[config.mk]
export PLATFORM = sky130hd
export DESIGN_NAME = uart_rx_frame_check
export DESIGN_NICKNAME = d
export VERILOG_FILES = /design/src/rtl/uart_pkg.sv /design/src/rtl/uart_par_calc.sv /design/src/rtl/uart_rx_frame_check.sv
export SDC_FILE = /design/constraint.sdc
export NUM_CORES = 1
export LEC_CHECK = 0
export BUFFER_PORTS_ARGS = -buffer_cell sky130_fd_sc_hd__clkbuf_2
export CORE_MARGIN = 2
export CORE_UTILIZATION = 55
export CTS_CLUSTER_DIAMETER = 80
export DETAILED_ROUTE_END_ITERATION = 12
export PLACE_DENSITY = 0.9
export SKIP_LAST_GASP = 1
export SLEW_MARGIN = 20
export SYNTH_ARGS = -nofsm -noshare
export SYNTH_HDL_FRONTEND = slang
export SYNTH_HIERARCHICAL = 1
export SYNTH_SLANG_ARGS = --single-unit
[constraint.sdc]
create_clock -name CLK -period 2.82 [get_ports CLK]
set_input_delay 0.564 -clock CLK [delete_from_list [all_inputs] [get_ports CLK]]
set_output_delay 0.564 -clock CLK [all_outputs]
set_load 0.01 [all_outputs]
[src/rtl/uart_pkg.sv]
// Shared definitions for the UART receive frame checker.
// FSM states, parity-mode encodings and DATA_WIDTH legal range.
package uart_pkg;

  typedef enum logic [1:0] {
    ST_IDLE   = 2'd0,
    ST_DATA   = 2'd1,
    ST_PARITY = 2'd2,
    ST_STOP   = 2'd3
  } state_e;

  localparam logic [1:0] PAR_EVEN  = 2'b00;
  localparam logic [1:0] PAR_ODD   = 2'b01;
  localparam logic [1:0] PAR_MARK  = 2'b10;
  localparam logic [1:0] PAR_SPACE = 2'b11;

  localparam int DW_MIN = 5;
  localparam int DW_MAX = 9;

endpackage

[src/rtl/uart_par_calc.sv]
// Expected parity bit from the running data parity and the parity mode.
// Purely combinational.
module uart_par_calc
  import uart_pkg::*;
(
  input  logic       run_par_i,
  input  logic [1:0] mode_i,
  output logic       exp_o
);

  // Map the mode onto the bit the transmitter should have sent
  always_comb begin
    exp_o = run_par_i;
    unique case (mode_i)
      PAR_EVEN:  exp_o = run_par_i;
      PAR_ODD:   exp_o = ~run_par_i;
      PAR_MARK:  exp_o = 1'b1;
      PAR_SPACE: exp_o = 1'b0;
      default:   exp_o = run_par_i;
    endcase
  end

endmodule

[src/rtl/uart_rx_frame_check.sv]
// UART receive frame assembler with parity/stop checking.
// Error counters present only when UART_RX_ERR_CNT_EN is defined.
module uart_rx_frame_check
  import uart_pkg::*;
#(
  parameter int DATA_WIDTH = 8,
  parameter int CNT_WIDTH  = 8
) (
  input  logic                  CLK,
  input  logic                  RST,
  input  logic                  frame_start,
  input  logic                  bit_valid,
  input  logic                  sampled_bit,
  input  logic                  par_en,
  input  logic [1:0]            parity_mode,
  input  logic                  stop2,
  input  logic                  cnt_clr,
  output logic [DATA_WIDTH-1:0] P_DATA,
  output logic                  data_valid,
  output logic                  par_err,
  output logic                  stp_err,
  output logic                  busy,
  output logic [CNT_WIDTH-1:0]  par_err_cnt,
  output logic [CNT_WIDTH-1:0]  stp_err_cnt
);

  localparam int IDX_W = $clog2(DATA_WIDTH);
  localparam logic [IDX_W-1:0] IDX_LAST = IDX_W'(DATA_WIDTH - 1);

  state_e                  state_q, state_d;
  logic [IDX_W-1:0]        idx_q, idx_d;
  logic                    run_par_q, run_par_d;
  logic                    par_fail_q, par_fail_d;
  logic                    stp_fail_q, stp_fail_d;
  logic                    par_en_q, par_en_d;
  logic [1:0]              mode_q, mode_d;
  logic                    stop2_q, stop2_d;
  logic                    stop_n_q, stop_n_d;
  logic [DATA_WIDTH-1:0]   data_q, data_d;
  logic                    dv_q, dv_d;
  logic                    par_err_q, par_err_d;
  logic                    stp_err_q, stp_err_d;
  logic                    done;
  logic                    par_exp;

  uart_par_calc u_par_calc (
    .run_par_i (run_par_q),
    .mode_i    (mode_q),
    .exp_o     (par_exp)
  );

  // Next-state and datapath updates; frame_start overrides any bit strobe
  always_comb begin
    state_d    = state_q;
    idx_d      = idx_q;
    run_par_d  = run_par_q;
    par_fail_d = par_fail_q;
    stp_fail_d = stp_fail_q;
    par_en_d   = par_en_q;
    mode_d     = mode_q;
    stop2_d    = stop2_q;
    stop_n_d   = stop_n_q;
    data_d     = data_q;
    dv_d       = 1'b0;
    par_err_d  = par_err_q;
    stp_err_d  = stp_err_q;
    done       = 1'b0;

    if (frame_start) begin
      state_d    = ST_DATA;
      idx_d      = '0;
      run_par_d  = 1'b0;
      par_fail_d = 1'b0;
      stp_fail_d = 1'b0;
      stop_n_d   = 1'b0;
      par_en_d   = par_en;
      mode_d     = parity_mode;
      stop2_d    = stop2;
    end else if (bit_valid) begin
      unique case (state_q)
        ST_DATA: begin
          for (int i = 0; i < DATA_WIDTH; i++) begin
            if (idx_q == IDX_W'(i)) data_d[i] = sampled_bit;
          end
          run_par_d = run_par_q ^ sampled_bit;
          if (idx_q == IDX_LAST) begin
            idx_d   = '0;
            state_d = par_en_q ? ST_PARITY : ST_STOP;
          end else begin
            idx_d = idx_q + 1'b1;
          end
        end
        ST_PARITY: begin
          par_fail_d = (sampled_bit != par_exp);
          state_d    = ST_STOP;
        end
        ST_STOP: begin
          stp_fail_d = stp_fail_q | ~sampled_bit;
          stop_n_d   = 1'b1;
          if (!stop2_q || stop_n_q) begin
            state_d = ST_IDLE;
            done    = 1'b1;
          end
        end
        default: ;
      endcase
    end

    if (done) begin
      dv_d      = 1'b1;
      par_err_d = par_en_q & par_fail_d;
      stp_err_d = stp_fail_d;
    end
  end

  // Frame state and status registers
  always_ff @(posedge CLK or posedge RST) begin
    if (RST) begin
      state_q    <= ST_IDLE;
      idx_q      <= '0;
      run_par_q  <= 1'b0;
      par_fail_q <= 1'b0;
      stp_fail_q <= 1'b0;
      par_en_q   <= 1'b0;
      mode_q     <= PAR_EVEN;
      stop2_q    <= 1'b0;
      stop_n_q   <= 1'b0;
      data_q     <= '0;
      dv_q       <= 1'b0;
      par_err_q  <= 1'b0;
      stp_err_q  <= 1'b0;
    end else begin
      state_q    <= state_d;
      idx_q      <= idx_d;
      run_par_q  <= run_par_d;
      par_fail_q <= par_fail_d;
      stp_fail_q <= stp_fail_d;
      par_en_q   <= par_en_d;
      mode_q     <= mode_d;
      stop2_q    <= stop2_d;
      stop_n_q   <= stop_n_d;
      data_q     <= data_d;
      dv_q       <= dv_d;
      par_err_q  <= par_err_d;
      stp_err_q  <= stp_err_d;
    end
  end

`ifdef UART_RX_ERR_CNT_EN
  logic [CNT_WIDTH-1:0] pcnt_q, pcnt_d;
  logic [CNT_WIDTH-1:0] scnt_q, scnt_d;

  // Saturating error counters; a clear wins over a same-cycle increment
  always_comb begin
    pcnt_d = pcnt_q;
    scnt_d = scnt_q;
    if (cnt_clr) begin
      pcnt_d = '0;
      scnt_d = '0;
    end else if (done) begin
      if (par_err_d && pcnt_q != '1) pcnt_d = pcnt_q + 1'b1;
      if (stp_err_d && scnt_q != '1) scnt_d = scnt_q + 1'b1;
    end
  end

  // Counter registers
  always_ff @(posedge CLK or posedge RST) begin
    if (RST) begin
      pcnt_q <= '0;
      scnt_q <= '0;
    end else begin
      pcnt_q <= pcnt_d;
      scnt_q <= scnt_d;
    end
  end

  assign par_err_cnt = pcnt_q;
  assign stp_err_cnt = scnt_q;
`else
  logic unused_cnt_clr;
  assign unused_cnt_clr = cnt_clr;
  assign par_err_cnt    = '0;
  assign stp_err_cnt    = '0;
`endif

  assign P_DATA     = data_q;
  assign data_valid = dv_q;
  assign par_err    = par_err_q;
  assign stp_err    = stp_err_q;
  assign busy       = (state_q != ST_IDLE);

endmodule

* Yosys cells after proc, flatten, opt, wreduce, memory -nomap -nowiden *
Cells that the tools add are included.

storage, ports and cells
  register bits = 24
  input bits = 10
  output and inout port bits = 28
  word-level logic and storage cells = 91

operators by class
  add/sub/neg operators = 1
  eq/ne operators = 16
  multiplexer cells = 28
  bitwise operators = 6
  reduce and logical (&&, ||, !) cells = 20

operators with widths
  kind                   count
  $reduce_and A4 Y1      9
  $mux W1                18
  $eq A3 B3 Y1 const B   4
  $mux W3                4
  $eq A2 B2 Y1 const B   4
  $mux W2                4
  $reduce_bool A2 Y1     4
  $eq A3 B2 Y1 const B   2
  $ne A3 B3 Y1 const B   2
  $pmux W2 S3            1
  $eq A2 B1 Y1 const B   2
  $pmux W1 S4            1
  $reduce_and A2 Y1      2
  $reduce_bool A4 Y1     1
  $add A3 B1 Y3 const B  1
  $eq A3 B1 Y1 const B   1
  $logic_not A3 Y1       1
  $not A1 Y1             3
  $logic_not A2 Y1       1
  $and A1 B1 Y1          1
  $logic_not A1 Y1       1
  $logic_or A1 B1 Y1     1
  $ne A1 B1 Y1           1
  $or A1 B1 Y1           1
  $xor A1 B1 Y1          1

* Longest topological paths before layout *
  depth in word-level cells = 7
  depth in mapped cells = 6
  depth with buffers taken out = 5

* Hierarchy *
The synthesis kept the hierarchy.

modules (own cells, without submodules)
  module               times used  cells each  area each (µm²)  sequential area each (µm²)
  uart_rx_frame_check  1           124         1,350.0          600.6
  uart_par_calc        1           2           15.0             0.0

* Least setup slack after synthesis *
No wires, ideal clock.

  kind = flip-flop to flip-flop
  from = register idx_q[0]
  to = register state_q[1]
  setup time = 111 ps
  arrival time = 1,437 ps
  data required time = 2,709 ps
  path slack = 1,271 ps
  stages on the path, launching flop included = 6
  buffers on the path = 0
  period minus slack after synthesis = 1,549 ps
  cells stage by stage = dfrtp_1 > ha_1 > ha_1 > nand2b_1 > and4b_1 > a2111oi_2

on the way
  word-level cells in the longest chain between the ends = 3

RTL lines
  item                                RTL line                    text
  start, declared                     uart_rx_frame_check.sv:31   logic [IDX_W-1:0] idx_q, idx_d;
  start signal, assigned              uart_rx_frame_check.sv:134  idx_q <= idx_d;
  $eq A3 B3 Y1                        uart_rx_frame_check.sv:86   if (idx_q == IDX_LAST) begin
  $ne A3 B3 Y1 (no source line)       --
  $reduce_and A4 Y1 (no source line)  --
  end signal, assigned                uart_rx_frame_check.sv:133  state_q <= state_d;
  end, declared                       uart_rx_frame_check.sv:30   state_e state_q, state_d;

No other way between the ends.
A chain may end at the register's enable or synchronous reset.

* Worst setup path in the final report *
  from = register state_q[1]
  to = output busy

on the way
  word-level cells in the longest chain between the ends = 1

RTL lines
  item                RTL line                    text
  $reduce_bool A2 Y1  uart_rx_frame_check.sv:190  assign busy = (state_q != ST_IDLE);
  end, declared       uart_rx_frame_check.sv:22   output logic busy,

No other way between the ends.

==> results_dict.tcl <==
set metrics [dict create \
    status "finished clean" \
    num-fill-cells 203 \
    root_buffer "clkbuf_4" \
    grt-busiest-layer "met2" \
    worstPathArrival_ns 1.23 \
    grtUsageMet3 0.02222 \
    finClkSkew_ns 0.006586 \
    fin_crit_sh 0.6361 \
    static-leakage-power_uw 0.0007406 \
    die_h_um 53.82 \
    postCtsSetupBuffers 0 \
    netlist_top_cells_area "dfrtp_1 (44%), mux2_2 (9.9%), ha_1 (9.2%)" \
    ios 38 \
    startpoint_type "register" \
    cts_tree "done" \
    holdWs_ns 0.4013 \
    clock_sinks 24 \
    slew_viol_final 0 \
    grt_pass1_vias 847 \
    finalCriticalPeriod_ns 1.794 \
    die-area_sq_um 2897 \
    crit_buf_inv 3 \
    cp-endpoint "busy" \
    routed_wl_um 2145 \
    ir_worst_vdd_mv 0.4395 \
    critical-path-top-delay-family "flip-flops" \
    ys_async_sr_fraction 1.000 \
    ys_ff_latch 24 \
    hp-class "input port to async pin" \
    drt-initial-drc-count 11 \
    die_x_um 53.82 \
    netlist.area_leader.share 0.4400 \
    r2r_cells 5 \
    n_antenna_cell 0 \
    finalWeightedCongestion 0.7286 \
    grt_use_met1 0.2226 \
    slew_headroom 0.4095 \
    crit_start "state_q[1]" \
    numCtsBuffers 3 \
    finalSetupTns_ns 0 \
    clk_pin_slew_worst_paths_ns 0.12 \
    area_delta_synth_final_pct 4.949 \
    rows 18 \
    antenna_left 0 \
    worst_pin_slew_ns 0.8848 \
    drv_cap 0 \
    hold_viol_final 0 \
    grt_max_degree 25 \
    start_util 0.5665 \
    grt_antenna_before_repair 0 \
    dpl.hpwl_um 1649 \
    ys_types 34 \
    dp.cells 170 \
    htree_levels 1 \
    insertion_delay_ns 0.31 \
    crit_top_cell "inv_1" \
    drtPass1Iterations 4 \
    hold_buffers 0 \
    synth_flop_cell "dfrtp_1" \
    yosys.area.top_type "dfrtp_1" \
    crit_chain "inv_1 > ha_1 > inv_1 > clkbuf_2" \
    nNetsFinal 165 \
    grt_use_total 0.1730 \
    ys_seq_area_frac 0.4400 \
    syn_area_per_cell_sq_um 10.83 \
    postSynthCellCount 126 \
    drc_errors 0 \
    grt_pass1_wl_um 3650 \
    reg2reg_from "idx_q[0]" \
    wire_per_inst_um 12.40 \
    use_met2 0.2967 \
    synth_edf_count 0 \
    clk_path_buf_depth 2 \
    rsz0062_at_grt "false" \
    critPathKind "register to output port" \
    cts_resized 0 \
    ys_top_cells_by_count "dfrtp_1 (24), buf_4 (16), mux2_2 (12)" \
    setup_viol 0 \
    grt_overflow_total 0 \
    vias_per_cell 5.220 \
    final-instance-count-excl-fill 173 \
    crit_path_max_incr_delay_ns 0.46 \
    worst-path-max-fanout 6 \
    r2r_slack_ns 1.09 \
    fmax_mhz 557.5 \
    numPortBuffers 20 \
    syn_area_sq_um 1365 \
    drive_gt1_frac 0.2797 \
    core_sq_um 2410 \
    vias 903 \
    ys_warn_count 6 \
    slowest_stage "dfrtp_1" \
    p_per_area_nw_per_um2 527.3 \
    path_depth 4 \
    r2r-end "state_q[1]" \
    required_ns 2.26 \
    endpoint_kind "output port" \
    yosysMostFrequentCell "dfrtp_1" \
]
## routing by layer
metal,vias to the layer above,wire length (um)
li1,422,-
met1,443,883
met2,33,1110
met3,5,118
met4,0,33
met5,-,0
## layout by cell type, fill, tap and decap left out, drive strengths merged, types with 3 or more instances in the layout
master / count
dfrtp: 24
ha: 10
mux2i: 4
nor2: 9
inv: 9
clkbuf: 23
a21oi: 3
nand2: 12
mux2: 12
conb: 16
## logic make-up after synthesis
kind of cell / Yosys count / synth area share
AO/OA/AOI/OAI: 10 / 0.05683
XOR/XNOR: 3 / 0.01925
adder cells (fa/ha/maj): 10 / 0.09166
buffers and inverters: 30 / 0.1338
flip-flops: 24 / 0.4400
multiplexers: 16 / 0.1283
other: 1 / 0.002747
AND/OR/NAND/NOR: 32 / 0.1274
## sequential cells by signal (all words and copies together), names as in the netlist, 2 cells and up
name,cells
idx_q,3
mode_q,2
state_q,2
P_DATA,8
## power by group
group | internal (uW) | total [uW] | switching, uW
combinational | 86.1 | 185 | 99.0
sequential | 395 | 426 | 30.8
clock | 49.9 | 144 | 94.2
## final cells by class
class	count	area [sq um]	share of cell area
Timing Repair Buffer	20	100.1	0.06987
Inverter	9	33.78	0.02358
Tap cell	30	37.54	0.02620
Clock buffer	3	22.52	0.01572
Multi-Input combinational cell	87	638.1	0.4454
Sequential cell	24	600.6	0.4192
## worst min-delay path by stage
stage / start / end
floorplan: stop_n_q / stop_n_q
global placement: P_DATA[1] / P_DATA[1]
detailed placement: P_DATA[3] / P_DATA[3]
CTS: RST / mode_q[1]
global route: parity_mode[0] / mode_q[0]
finish: RST / P_DATA[2]
## stage by stage
step	worst slack (ns)	area, sq um	utilization	total power, uW
floorplan	1.271	1421	-	569.7
detailed placement	1.097	1410	0.5852	621.1
global placement	1.129	1410	0.5852	608.6
finish	1.026	1433	0.5945	755.4
global route	0.9426	1433	0.5945	796.0
CTS	1.029	1433	0.5945	761.1
No activity file was read; power rests on OpenSTA's default activity.
